==> src/rtl/bsg_link_upstream_rr_arbiter.sv <==
// Packet-atomic round-robin arbiter feeding one bsg_link_ddr_upstream core port.
// Flits are tagged with the source index and pass through a 2-entry output buffer.
module bsg_link_upstream_rr_arbiter #(
    parameter int num_in_p = 4,
    parameter int width_p  = 32,
    localparam int id_width_lp   = (num_in_p > 1) ? $clog2(num_in_p) : 1,
    localparam int link_width_lp = width_p + id_width_lp
) (
    input  logic                               clk_i,
    input  logic                               reset_i,
    input  logic [num_in_p-1:0][width_p-1:0]   data_i,
    input  logic [num_in_p-1:0]                valid_i,
    input  logic [num_in_p-1:0]                last_i,
    output logic [num_in_p-1:0]                ready_o,
    output logic [link_width_lp-1:0]           link_data_o,
    output logic                               link_last_o,
    output logic                               link_valid_o,
    input  logic                               link_ready_i,
    output logic [id_width_lp-1:0]             owner_o,
    output logic                               locked_o
);

    localparam int entry_width_lp = link_width_lp + 1;
    localparam logic [id_width_lp-1:0] last_id_lp = id_width_lp'(num_in_p - 1);

    localparam logic [0:0] IDLE = 1'b0;
    localparam logic [0:0] LOCK = 1'b1;

    logic [0:0]             state_q, state_d;
    logic [id_width_lp-1:0] rr_ptr_q, rr_ptr_d;
    logic [id_width_lp-1:0] owner_q, owner_d;

    logic [entry_width_lp-1:0] mem_q [2];
    logic                      wr_ptr_q, rd_ptr_q;
    logic [1:0]                count_q, count_d;
    logic                      full, empty;

    logic [id_width_lp-1:0] winner;
    logic                   any_valid;
    logic [id_width_lp-1:0] sel_id;
    logic                   grant_valid;
    logic                   accept;
    logic                   acc_last;
    logic [width_p-1:0]     acc_data;
    logic                   deq;
    int                     idx;

    assign full  = count_q[1];
    assign empty = (count_q == 2'd0);

    // Scan from the highest offset down so the lowest offset past rr_ptr wins.
    always_comb begin
        winner    = '0;
        any_valid = 1'b0;
        idx       = 0;
        for (int i = num_in_p - 1; i >= 0; i--) begin
            idx = int'(rr_ptr_q) + i;
            if (idx >= num_in_p) idx = idx - num_in_p;
            if (valid_i[idx]) begin
                winner    = id_width_lp'(idx);
                any_valid = 1'b1;
            end
        end
    end

    assign sel_id      = (state_q == LOCK) ? owner_q : winner;
    assign grant_valid = (state_q == LOCK) | any_valid;

    for (genvar gi = 0; gi < num_in_p; gi++) begin : g_ready
        assign ready_o[gi] = ~reset_i & grant_valid & ~full & (sel_id == id_width_lp'(gi));
    end

    assign accept   = |(valid_i & ready_o);
    assign acc_last = last_i[sel_id];
    assign acc_data = data_i[sel_id];
    assign deq      = ~empty & link_ready_i;

    always_comb begin
        state_d  = state_q;
        rr_ptr_d = rr_ptr_q;
        owner_d  = owner_q;
        if (accept) begin
            if (state_q == IDLE) begin
                owner_d  = winner;
                rr_ptr_d = (winner == last_id_lp) ? '0 : winner + 1'b1;
                if (!acc_last) state_d = LOCK;
            end else if (acc_last) begin
                state_d = IDLE;
            end
        end
    end

    always_comb begin
        count_d = count_q;
        unique case ({accept, deq})
            2'b10:   count_d = count_q + 2'd1;
            2'b01:   count_d = count_q - 2'd1;
            default: count_d = count_q;
        endcase
    end

    always_ff @(posedge clk_i or posedge reset_i) begin
        if (reset_i) begin
            state_q  <= IDLE;
            rr_ptr_q <= '0;
            owner_q  <= '0;
            wr_ptr_q <= 1'b0;
            rd_ptr_q <= 1'b0;
            count_q  <= 2'd0;
        end else begin
            state_q  <= state_d;
            rr_ptr_q <= rr_ptr_d;
            owner_q  <= owner_d;
            count_q  <= count_d;
            if (accept) wr_ptr_q <= ~wr_ptr_q;
            if (deq)    rd_ptr_q <= ~rd_ptr_q;
        end
    end

    // Storage needs no reset: occupancy alone decides what is visible.
    always_ff @(posedge clk_i) begin
        if (accept) mem_q[wr_ptr_q] <= {sel_id, acc_last, acc_data};
    end

    assign link_valid_o = ~empty;
    assign link_data_o  = {mem_q[rd_ptr_q][entry_width_lp-1 -: id_width_lp],
                           mem_q[rd_ptr_q][width_p-1:0]};
    assign link_last_o  = mem_q[rd_ptr_q][width_p];
    assign owner_o      = owner_q;
    assign locked_o     = (state_q == LOCK);

    // A stalled owner must keep its flit steady until it is taken.
    logic               chk_pending_q;
    logic [width_p-1:0] chk_data_q;

    always_ff @(posedge clk_i or posedge reset_i) begin
        if (reset_i) begin
            chk_pending_q <= 1'b0;
            chk_data_q    <= '0;
        end else begin
            chk_pending_q <= (state_q == LOCK) & valid_i[owner_q] & ~ready_o[owner_q];
            chk_data_q    <= data_i[owner_q];
        end
    end

    always_ff @(posedge clk_i) begin
        if (!reset_i && chk_pending_q) begin
            assert (valid_i[owner_q] && (data_i[owner_q] == chk_data_q));
        end
    end

endmodule

==> config.mk <==
export PLATFORM = sky130hd
export DESIGN_NAME = bsg_link_upstream_rr_arbiter
export DESIGN_NICKNAME = d
export VERILOG_FILES = /design/src/rtl/bsg_link_upstream_rr_arbiter.sv
export SDC_FILE = /design/constraint.sdc
export NUM_CORES = 1
export LEC_CHECK = 0
export CAP_MARGIN = 20
export CELL_PAD_IN_SITES_DETAIL_PLACEMENT = 2
export CELL_PAD_IN_SITES_GLOBAL_PLACEMENT = 2
export CORE_UTILIZATION = 25
export CTS_BUF_LIST = sky130_fd_sc_hd__clkbuf_2 sky130_fd_sc_hd__clkbuf_4 sky130_fd_sc_hd__clkbuf_8
export DETAILED_ROUTE_END_ITERATION = 10
export PLACE_DENSITY = 0.88
export SLEW_MARGIN = 20
export SYNTH_ARGS = -nofsm -noshare
export SYNTH_HDL_FRONTEND = slang
export SYNTH_SLANG_ARGS = --single-unit
==> constraint.sdc <==
create_clock -name clk_i -period 4.2 [get_ports clk_i]
set_clock_uncertainty 0.15 [all_clocks]
set_input_delay 0.42 -clock clk_i [delete_from_list [all_inputs] [get_ports clk_i]]
set_output_delay 0.42 -clock clk_i [all_outputs]
set_load 0.005 [all_outputs]
Yosys cells after proc, flatten, opt, wreduce, memory -nomap -nowiden
Memory sizes are Yosys's and may differ from the RTL's.
Cells that the tools add are included.
{"block": "word_totals", "out_inout_bits": 43, "inputBits": 139, "mem_bits_rw": 70, "memories": 1, "wordCells": 86, "rom_bits": 0, "latch_bits": 0, "regBits": 9}
{"memory": "mem_q", "words": 2, "word_bits": 35, "read_ports": 1, "rd_clocked_by_memory_dff": 0, "write_ports": 1, "line_no": "33", "source": "logic [entry_width_lp-1:0] mem_q [2];"}
{"block": "op_classes", "mul": 0, "div_mod_pow": 0, "eq_ne": 6, "n_shift": 0, "bitwise_logic": 15, "order_cmp": 9, "n_addsub": 10, "n_mux": 34, "n_reduce_logical": 5}
{"op": "32-bit two-way mux", "count": 5}
{"op": "32-bit by 4-bit less-than comparator with 1-bit output, second input constant", "count": 4}
{"op": "32-bit binary-select mux with 2-bit select", "count": 1}
{"op": "1-bit two-way mux", "count": 16}
{"op": "2-bit two-way mux", "count": 6}
{"op": "3-bit by 3-bit subtractor with 4-bit output, second input constant", "count": 3}
{"op": "1-bit binary-select mux with 2-bit select", "count": 5}
{"op": "3-bit >= comparator, second input constant", "count": 3}
{"op": "2-bit equality test, second input constant", "count": 4}
{"op": "1-bit bitwise AND", "count": 7}
{"op": "2-bit by 2-bit adder with 3-bit output, second input constant", "count": 2}
{"op": "1-bit NOT", "count": 6}
{"op": "2-bit by 1-bit adder with 2-bit output, second input constant", "count": 2}
{"op": "4-bit bitwise AND", "count": 1}
{"op": "2-bit by 1-bit equality test with 1-bit output, second input constant", "count": 2}
{"op": "2-bit logical NOT", "count": 2}
{"op": "2-bit one-hot mux with 2 select lines", "count": 1}
{"op": "4-bit OR reduction", "count": 1}
{"op": "2-bit by 3-bit subtractor with 4-bit output, second input constant", "count": 1}
{"op": "2-bit by 1-bit adder with 3-bit output, second input constant", "count": 1}
{"op": "2-bit by 3-bit >= comparator with 1-bit output, second input constant", "count": 1}
{"op": "2-bit by 3-bit less-than comparator with 1-bit output, second input constant", "count": 1}
{"op": "2-bit AND reduction", "count": 1}
{"op": "2-bit nonzero test", "count": 1}
{"op": "2 further kinds", "count": 2}

Logic depth before layout (Yosys ltp)
Gate-level depths: netlist (run 1).
{"block": "depth", "depth_word": 18, "mapped_depth": 11, "mapped_depth_nobuf": 10}

Worst setup path before layout (run 1)
No wires, ideal clock.
{"block": "synth_path", "path_type": "input to register", "from": "in valid_i[1]", "to": "mem mem_q[0][0] (netlist name) (enable)", "path_slack_ns": 0.331, "required_time_ns": 3.623, "arrival_ns": 3.292, "n_path_buf": 1, "stages": 8, "setup_ns": 0.427, "cell_sequence": "or3b_1 o221ai_2 o21a_1 buf_6 clkinv_4 mux2i_1 a221o_2 nor2_1"}
{"block": "synth_between", "elab_chain_len": 15, "word_cells_on_any_way": 36, "classes_between": "3 x eq/ne; 23 x mux; 8 x bitwise; 2 x reduce/logical"}
{"element": "from (decl)", "line_no": "12", "source": "input logic [num_in_p-1:0] valid_i,"}
{"element": "1-bit binary-select mux with 2-bit select", "line_no": "59", "source": "if (valid_i[idx]) begin"}
{"element": "1-bit two-way mux (not written as such) (2 in series)", "line_no": "59"}
{"element": "1-bit two-way mux (4 in series)", "line_no": "59"}
{"element": "1-bit bitwise OR", "line_no": "67", "source": "assign grant_valid = (state_q == LOCK) | any_valid;"}
{"element": "1-bit bitwise AND (3 in series)", "line_no": "70", "source": "assign ready_o[gi] = ~reset_i & grant_valid & ~full & (sel_id == id_width_lp'(gi));"}
{"element": "4-bit bitwise AND *", "line_no": "73", "source": "assign accept = |(valid_i & ready_o);"}
{"element": "4-bit OR reduction *", "line_no": "73"}
{"element": "1-bit two-way mux *", "line_no": "122", "source": "if (accept) mem_q[wr_ptr_q] <= {sel_id, acc_last, acc_data};"}
{"element": "1-bit two-way mux (not written as such) *", "line_no": "122"}
{"element": "to (decl)", "line_no": "33"}
Mark *: on every way between the ends. The rest lies on a longest branch, timed or not. The select of a mux whose other input is x is not followed.

Worst setup path in the final report (run 1)
{"block": "layout_path", "from": "in valid_i[2]", "to": "out ready_o[1]"}
{"block": "layout_between", "elab_chain_len": 11, "word_cells_on_any_way": 26, "classes_between": "1 x eq/ne; 21 x mux; 4 x bitwise"}
{"element": "1-bit binary-select mux with 2-bit select", "line_no": "59"}
{"element": "1-bit two-way mux (not written as such) (2 in series)", "line_no": "59"}
{"element": "1-bit two-way mux (4 in series)", "line_no": "59"}
{"element": "1-bit bitwise OR", "line_no": "67"}
{"element": "1-bit bitwise AND (2 in series)", "line_no": "70"}
{"element": "1-bit bitwise AND *", "line_no": "70"}
{"element": "to (decl)", "line_no": "14", "source": "output logic [num_in_p-1:0] ready_o,"}
Marked as above.

==> results of run 1 <==
-- layer usage --
layer	up-vias	part of all wire (%)	GRT usage (%)	wire length [um]
met5	-	0	0	0
met4	0	1.4	5.612	214
met3	13	4.5	2.687	666
met2	99	53	32.51	7856
met1	1814	41	20.49	6117
li1	1743	-	-	-
-- final cells by class --
class                           instances  area share [%]
Clock buffer                           10           2.058
Clock inverter                          6           1.176
Inverter                                5          0.3725
Multi-Input combinational cell        281           26.23
Sequential cell                        79           36.48
Tap cell                              216           4.234
Timing Repair Buffer                  190           29.45
-- worst max-delay path, cell delays in order --
cell,delay [ns]
clkdlybuf4s50_1,0.51
nor2b_1,0.20
a2111o_1,0.43
nand3_2,0.35
inv_1,0.42
nor3_1,0.29
clkdlybuf4s50_1,0.55
-- kinds of logic after synthesis --
| family | share of synthesized area (%) |
|---|---|
| simple gates | 19.38 |
| flops | 56.40 |
| compound gates | 7.823 |
| mux | 11.28 |
| buf+inv | 3.548 |
| xor+xnor | 1.273 |
| fa+ha+maj | 0.3032 |
-- stage by stage --
step / setup WS, ns / total power (uW) / hold slack (ns) / instance area, sq um / instances
3_5_place_dp: 0.4187 / 3808 / 0.3450 / 6176 / 771
3_3_place_gp: 0.5787 / 3627 / 0.3270 / 6176 / 771
5_1_grt: 0.2843 / 4629 / 0.2938 / 6382 / 787
6_report: 0.4532 / 4330 / 0.2573 / 6382 / 787
4_1_cts: 0.4224 / 4421 / 0.2556 / 6382 / 787
2_1_floorplan: 0.3308 / 2728 / 0.09792 / 4126 / 393
-- cells in the final DEF (no fill, tap or decap), drive strengths merged, types with 2 or more instances in the layout --
master / instances
xnor2: 4
a31oi: 32
clkinv: 5
bufinv: 2
a21oi: 3
nor2b: 3
mux2: 36
dfrtp: 9
edfxtp: 70
clkbuf: 10
and3: 32
inv: 4
xor2: 2
buf: 9
clkdlybuf4s50: 181
nand2: 132
mux2i: 6
o21ai: 3
nor3: 4
nor2: 7
-- where the power goes --
| part | leakage (uW) | switching, uW | total (uW) | internal (uW) |
|---|---|---|---|---|
| registers | 0.000742 | 163 | 1450 | 1290 |
| logic | 0.00156 | 1250 | 2280 | 1040 |
| clock network | 0.000104 | 261 | 595 | 334 |
-- registers in the layout (all words and copies together) (netlist names) --
name / cells
rd_ptr_q: 1
locked_o: 1
rr_ptr_q: 2
owner_o: 2
mem_q: 70
wr_ptr_q: 1
count_q: 2
-- synth_stat cells, types with 2 or more instances --
cell type	instances	area (sq um)
inv_1	4	15.01
mux2_2	36	405.4
buf_2	8	40.04
clkbuf_1	17	63.81
o21ai_0	3	15.01
a21oi_1	3	15.01
xnor2_1	4	35.03
a31oi_1	32	200.2
nor2b_1	3	18.77
buf_1	2	7.510
dfrtp_1	9	225.2
nor3_1	4	20.02
nor2_1	7	26.28
xor2_1	2	17.52
edfxtp_1	70	2102
mux2i_1	6	60.06
and3_1	32	200.2
nand2_1	132	495.5
-- worst paths after layout --
| path | to | slack (ns) | cells after the start |
|---|---|---|---|
| min reg2reg | count_q[1] | 0.35 | 1 |
| max reg2reg | mem_q[0][26] | 1.15 | 8 |
| min in group clk_i | count_q[1] | 0.35 | 1 |
| min | owner_o[0] | 0.26 | 2 |
| max in group asynchronous | rd_ptr_q | 3.36 | 2 |
| max | ready_o[1] | 0.45 | 7 |
==> flow_summary.yaml, run 1 <==
timing:
  rsz0062_at_grt: "no"
  slew-limit-headroom_pct: 44.09
  tightest_slew_ns: 0.8387
  fin_crit_sh_pct: 89.21
  fin_tns_setup_ns: 0
  fin_crit_ns: 3.747
  report.final.slew_viol_count: 0
  fmax_mhz: 266.9
  finalHoldViolCount: 0
  setup_viol: 0
setup_path:
  r2r_start: "rr_ptr_q[1]"
  critical_path_required_ns: 3.63
  arrival_ns: 3.18
  path_class: "in2out"
  start_kind: "input pin"
  end_kind: "primary output"
  cp_max_fo: 18
  critPathLaunch: "valid_i[2]"
yosys:
  postSynth.asyncResetShare_pct: 11.39
  syn_area_sq_um: 4126
  ys_ff_latch: 79
  yosysWarnings: 0
  synthDistinctLibCells: 37
  synth_nets: 533
  synth_edf_count: 70
  syn_area_per_cell_sq_um: 10.50
  yosysSeqAreaShare_pct: 56.40
  synthCells: 393
  synth_ff_type: "edfxtp_1"
cts:
  cts_setup_buffers: 0
  htreeDepth: 3
  clk_transition_reported_paths_ns: 0.08
  clock_latency_ns: 0.34
  numCtsBuffers: 9
  hold_buffers: 0
  cts_resized: 0
  cts_tree: "done"
  cts_root_buffer: "clkbuf_8"
  cts_buffer_depth: 2
  cts.sinks: 79
drt:
  drc_errors: 0
  drtPass1Iterations: 4
  wl_per_cell_um: 18.88
  via_per_inst: 4.662
  vias: 3669
  drt_iter0_drc: 139
  drt-total-wl_mm: 14.86
  postRouteAntennaNets: 0
place:
  dpl.hpwl_mm: 11.21
  gp_congestion: 0.6904
  portBuffers: 181
global_routing:
  grt_pass1_wl_mm: 22.28
  grt_pass1_vias: 4054
  antenna_found_initial: 0
  grt_max_degree: 46
  grt_use_total_pct: 17.47
  grt-ovfl-total: 0
power:
  powerDensity_nw_per_um2: 678.4
  ir_drop_v: 0.0002379
  p_leak_uw: 0.002403
floorplan:
  initial_core_util_pct: 25.79
  core_sq_um: 16000
  die-height_um: 130.5
  pin_count: 182
  rows: 46
  die_w_um: 130.5
  die_area_sq_um: 17020
cells_and_area:
  seqCellArea_sq_um: 2328
  num_antenna_cells: 0
  syn_to_final_growth_pct: 54.67
  utilization_pct: 39.89
  nNetsFinal: 706
  drive_above_1_share_pct: 11.56
  multiInputGateArea_sq_um: 1674
  n_fill_cell: 1725
run:
  max_cap_violations: 0
outcome:
  outcome: "finished clean"
worst_hold_path:
  min-delay-path-class: "in2async"
No activity file was read; power rests on OpenSTA's default activity.
==> run 2: changes to the inputs <==
--- a/config.mk
+++ b/config.mk
@@ -6,12 +6,10 @@
 export NUM_CORES = 1
 export LEC_CHECK = 0
 export CAP_MARGIN = 20
-export CELL_PAD_IN_SITES_DETAIL_PLACEMENT = 2
-export CELL_PAD_IN_SITES_GLOBAL_PLACEMENT = 2
-export CORE_UTILIZATION = 25
+export CORE_UTILIZATION = 40
 export CTS_BUF_LIST = sky130_fd_sc_hd__clkbuf_2 sky130_fd_sc_hd__clkbuf_4 sky130_fd_sc_hd__clkbuf_8
 export DETAILED_ROUTE_END_ITERATION = 10
-export PLACE_DENSITY = 0.88
+export PLACE_DENSITY = 0.84
 export SLEW_MARGIN = 20
 export SYNTH_ARGS = -nofsm -noshare
 export SYNTH_HDL_FRONTEND = slang
==> run 2 against run 1 <==
  * Register-to-register slack better by 0.04 ns
  * Critical path depth unchanged
  * Maximum frequency up 4.7%
  * Design area is 1.7% lower
  * Largest power group unchanged
  * First-iteration DRC count is 4.3% lower
==> flow_summary.yaml, run 2 (synthesis gave the netlist of run 1 again) <==
power:
  p_sw_share_pct: 37.14
  clock_power_share_pct: 13.5
  pwr-share-comb_pct: 51.7
  powerDensity_nw_per_um2: 660.1
  p_leak_uw: 0.002401
  ir_drop_v: 0.0004273
  p_switching_uw: 1539
  seq_power_share_pct: 34.8
  p_int_uw: 2604
drt:
  postRouteAntennaNets: 0
  vias: 3580
  via_per_inst: 5.085
  drt-total-wl_mm: 10.70
  drtPass1Iterations: 4
  drt_iter0_drc: 133
  wl_per_cell_um: 15.19
  drc_errors: 0
timing:
  finalHoldViolCount: 0
  fmax_mhz: 279.3
  rsz0062_at_grt: "no"
  fin_crit_ns: 3.580
  fin_crit_sh_pct: 85.24
  slew-limit-headroom_pct: 45.70
  tightest_slew_ns: 0.8145
  report.final.slew_viol_count: 0
  fin_hold_ws_ns: 0.2202
  setup_viol: 0
  fin_tns_setup_ns: 0
  postLayoutSetupSlackWorst_ns: 0.6199
place:
  post-place-ws_ns: 0.6216
  gp_congestion: 0.8309
  dpl.hpwl_mm: 7.925
  portBuffers: 181
setup_path:
  cpMaxStageDelayCell: "clkdlybuf4s50_1"
  cp_max_fo: 19
  critical_path_depth: 7
  critPathMaxStageDelay_ns: 0.56
  r2r_start: "rr_ptr_q[1]"
  end_kind: "primary output"
  arrival_ns: 3.01
  crit_family: "buffers and inverters"
  critical_path.most_common_cell: "clkdlybuf4s50_1"
  critPathLaunch: "valid_i[2]"
  start_kind: "input pin"
  critPathBufInv: 3
  crit_path_cell_trace: "clkdlybuf4s50_1 -> nor2b_1 -> a2111o_1 -> nand3_2 -> inv_1 -> nor3_1 -> clkdlybuf4s50_1"
  endpoint: "ready_o[0]"
  path_class: "in2out"
  critical_path_required_ns: 3.63
  reg2reg_to: "mem_q[0][0]"
  r2r_slack_ns: 1.19
  rr_worst_depth: 8
cells_and_area:
  syn_to_final_growth_pct: 52.09
  nNetsFinal: 706
  drive_above_1_share_pct: 12.26
  largest_reg_flops: 70
  final_common_cell: "clkdlybuf4s50_1"
  num_antenna_cells: 0
  largest_register: "mem_q"
  final_cell_mix: "clkdlybuf4s50_1 (181), nand2_1 (132), edfxtp_1 (70)"
floorplan:
  die_area_sq_um: 10730
  rows: 36
  pin_count: 182
  core_sq_um: 9864
  initial_core_util_pct: 41.83
  die-height_um: 103.6
  die_w_um: 103.6
global_routing:
  grt_use_total_pct: 19.92
  grt_max_degree: 40
  grt-ovfl-total: 0
  grt_pass1_vias: 3568
  grt_pass1_wl_mm: 16.93
  antenna_found_initial: 0
cts:
  cts_buffer_depth: 2
  clock_latency_ns: 0.34
  hold_buffers: 0
  cts_setup_buffers: 0
  cts.sinks: 79
  cts_root_buffer: "clkbuf_8"
  numCtsBuffers: 9
  cts_resized: 0
  htreeDepth: 3
  cts_tree: "done"
  clk_transition_reported_paths_ns: 0.08
worst_hold_path:
  min-delay-path-class: "in2async"
outcome:
  outcome: "finished clean"
run:
  max_cap_violations: 0
-- run 2: changes by cell type in the layout (fill, tap and decap cells not counted), sizes merged --
| cell | previous run | this run |
|---|---|---|
| clkinvlp | 0 | 1 |
| clkbuf | 10 | 9 |
| bufinv | 2 | 1 |
| clkinv | 5 | 4 |
| inv | 4 | 6 |
-- run 2: layer usage --
layer	track usage, %	vias up	routed length, um	part of all wire (%)
li1	-	1750	-	-
met4	7.039	0	218	2.0
met5	0	-	0	0
met1	23.31	1693	4390	41
met3	4.279	17	579	5.4
met2	35.86	120	5507	51
-- run 2: area by class of cell --
cell class	instances	area (sq um)
multi-input cells	281	1674
flip-flops and latches	79	2328
inverters	5	23.77
clock buffers	9	123.9
well taps	133	166.4
fillers	769	3588
clock inverters	7	80.08
repair buffers	190	1879
-- run 2: power groups by stage --
stage	Combinational [uW]	Clock, uW	Sequential, uW
6_report	2140	560	1440
5_1_grt	2360	597	1470
4_1_cts	2170	573	1450
3_5_place_dp	2160	0	1460
2_1_floorplan	1360	0	1360
3_3_place_gp	2090	0	1450
-- run 2: worst min-delay path by stage --
| stage | startpoint | end | slack [ns] |
|---|---|---|---|
| after floorplan | reset_i | count_q[0] | 0.1 |
| after global placement | count_q[1] | count_q[1] | 0.34 |
| after detailed placement | count_q[1] | count_q[1] | 0.33 |
| after CTS | reset_i | rr_ptr_q[1] | 0.22 |
| after global routing | reset_i | owner_o[0] | 0.26 |
| final | reset_i | rr_ptr_q[1] | 0.22 |
-- run 2: through the flow --
step                      instances  power, uW  utilization, %  instance area, sq um
final                           704       4143           63.62                  6276
after CTS                       704       4192           63.62                  6276
after detailed placement        688       3625           61.56                  6072
after global routing            704       4425           63.62                  6276
after global placement          688       3535           61.56                  6072
after floorplan                 393       2728               -                  4126
-- run 2: worst register-to-register path, delay by kind of cell, from the launching register on --
kind / cells / cell delay [ns]
and+or+nand+nor: 2 / 0.51
muxes: 1 / 0.22
DFF: 1 / 0.46
buffers and inverters: 2 / 0.52
AOI/OAI and AO/OA: 3 / 0.83
==> run 3: changes to the inputs <==
--- a/config.mk
+++ b/config.mk
@@ -5,11 +5,12 @@
 export SDC_FILE = /design/constraint.sdc
 export NUM_CORES = 1
 export LEC_CHECK = 0
-export CAP_MARGIN = 20
+export CAP_MARGIN = 15
 export CORE_UTILIZATION = 40
 export CTS_BUF_LIST = sky130_fd_sc_hd__clkbuf_2 sky130_fd_sc_hd__clkbuf_4 sky130_fd_sc_hd__clkbuf_8
 export DETAILED_ROUTE_END_ITERATION = 10
-export PLACE_DENSITY = 0.84
+export DONT_BUFFER_PORTS = 1
+export PLACE_DENSITY = 0.61
 export SLEW_MARGIN = 20
 export SYNTH_ARGS = -nofsm -noshare
 export SYNTH_HDL_FRONTEND = slang
==> run 3 against run 2 <==
  * Maximum frequency is 6.7% higher
  * Non-clock buffer count is 182 lower
  * Routed wire length down 15%
  * Clock power down 6.8%
  * Register-to-register slack got worse by 0.34 ns
  * Global-route usage down 2.8 points
  * Critical endpoint is now mem_q[0][3]
==> flow_summary.yaml, run 3 (synthesis gave the netlist of run 1 again) <==
outcome:
  outcome: "finished clean"
drt:
  drt_iter0_drc: 204
  drc_errors: 0
  vias: 2855
  wl_per_cell_um: 17.41
  postRouteAntennaNets: 0
  via_per_inst: 5.469
  drtPass1Iterations: 5
  drt-total-wl_mm: 9.089
cts:
  clock_latency_ns: 0.34
  cts_buffer_depth: 2
  cts.sinks: 79
  clk_transition_reported_paths_ns: 0.08
  cts_root_buffer: "clkbuf_8"
  numCtsBuffers: 9
  cts_setup_buffers: 0
  htreeDepth: 3
  cts_tree: "done"
worst_hold_path:
  min_delay_path_depth: 3
  worstHoldEndpoint: "owner_o[1]"
  min-delay-path-class: "in2reg"
  hp-start: "valid_i[2]"
setup_path:
  critical_path_required_ns: 4.11
  rr_worst_depth: 8
  cp_max_fo: 41
  reg2reg_to: "mem_q[0][3]"
  r2r_start: "rr_ptr_q[1]"
  path_class: "reg2reg"
  r2r_slack_ns: 0.85
  start_kind: "flip-flop"
  arrival_ns: 3.27
  end_kind: "flip-flop"
cells_and_area:
  final_common_cell: "nand2_1"
  largest_register: "mem_q"
  syn_to_final_growth_pct: 8.187
  drive_above_1_share_pct: 17.48
  nNetsFinal: 524
  multiInputGateArea_sq_um: 1674
  final_cell_mix: "nand2_1 (132), edfxtp_1 (70), mux2_2 (36)"
  largest_reg_flops: 70
  seqCellArea_sq_um: 2328
  n_fill_cell: 915
  num_antenna_cells: 0
  instances_no_fill: 522
power:
  power_uw: 3622
  ir_drop_v: 0.0004127
  powerDensity_nw_per_um2: 811.3
  p_leak_uw: 0.001677
timing:
  tightest_slew_ns: 0.8499
  slew-limit-headroom_pct: 43.34
  fin_tns_setup_ns: 0
  finalHoldViolCount: 0
  fin_crit_sh_pct: 79.88
  rsz0062_at_grt: "no"
  fin_crit_ns: 3.355
  postLayoutSetupSlackWorst_ns: 0.8452
  setup_viol: 0
  report.final.slew_viol_count: 0
  fmax_mhz: 298.1
  fin_hold_ws_ns: 0.1934
place:
  gp_congestion: 0.7058
  post-place-ws_ns: 0.7955
  dpl.hpwl_mm: 6.401
  portBuffers: 0
  dp_cells: 505
global_routing:
  grt-ovfl-total: 0
  grt_max_degree: 42
  antenna_found_initial: 0
  grt_use_total_pct: 17.08
  grt_pass1_wl_mm: 14.19
  grt_pass1_vias: 2746
floorplan:
  initial_core_util_pct: 41.83
  die_area_sq_um: 10730
  rows: 36
  die-height_um: 103.6
  die_w_um: 103.6
  core_sq_um: 9864
  pin_count: 182
run:
  max_cap_violations: 0
[run 3: cell types whose count changed in the layout (fill, tap and decap cells not counted)]
cell	delta
clkinvlp_4	+2
clkdlybuf4s50_1	-181
bufinv_16	-1
dlygate4sd3_1	+1
clkinv_2	-1
inv_6	+2
clkinv_4	-2
buf_12	+2
buf_4	-4
[run 3: per-stage QoR]
step                      cell area [sq um]  utilization (%)
after floorplan                        4126                -
after global placement                 4270            43.29
after detailed placement               4270            43.29
after CTS                              4464            45.26
after global routing                   4464            45.26
final                                  4464            45.26
[run 3: critical path, cell delays in order, from the launching register on]
cell and delay (ns):
dfrtp_1 0.45, or3b_1 0.39, o221ai_2 0.11, o21a_2 0.21
buf_4 0.37, a21oi_1 0.12, a221o_2 0.48, nor2_4 0.53
buf_12 0.24
[run 3: how the worst max path moves through the flow]
| stage | start | to | slack, ns | depth (start not counted) |
|---|---|---|---|---|
| floorplan | valid_i[1] | mem_q[0][0] | 0.33 | 8 |
| global placement | rr_ptr_q[1] | mem_q[1][29] | 0.87 | 8 |
| global route | rr_ptr_q[1] | mem_q[0][30] | 0.63 | 8 |
| finish | rr_ptr_q[1] | mem_q[0][3] | 0.85 | 8 |
| CTS | rr_ptr_q[1] | mem_q[0][30] | 0.78 | 8 |
| detailed placement | rr_ptr_q[1] | mem_q[0][4] | 0.80 | 8 |
[run 3: cell type report]
class / count / area share [%]
inverters: 5 / 0.5325
well taps: 133 / 3.728
multi-input cells: 281 / 37.50
repair buffers: 8 / 1.962
clock buffers: 9 / 2.775
clock inverters: 7 / 1.345
flip-flops and latches: 79 / 52.16
[run 3: metal layers]
metal	track usage, %	part of all wire [%]	up-vias
li1	-	-	1382
met1	19.49	41	1359
met2	30.20	52	104
met3	5.601	6.5	10
met4	5.280	1.3	0
met5	0	0	-
[run 3: power by group]
group | switching (uW) | internal [uW] | total (uW)
Combinational | 1020 | 641 | 1660
Clock | 297 | 225 | 522
Sequential | 156 | 1290 | 1440
[run 3: what timing repair did]
action	in CTS	in global routing
hold buffers	1	0
hold endpoints to repair	9	0
resized for setup	0	0
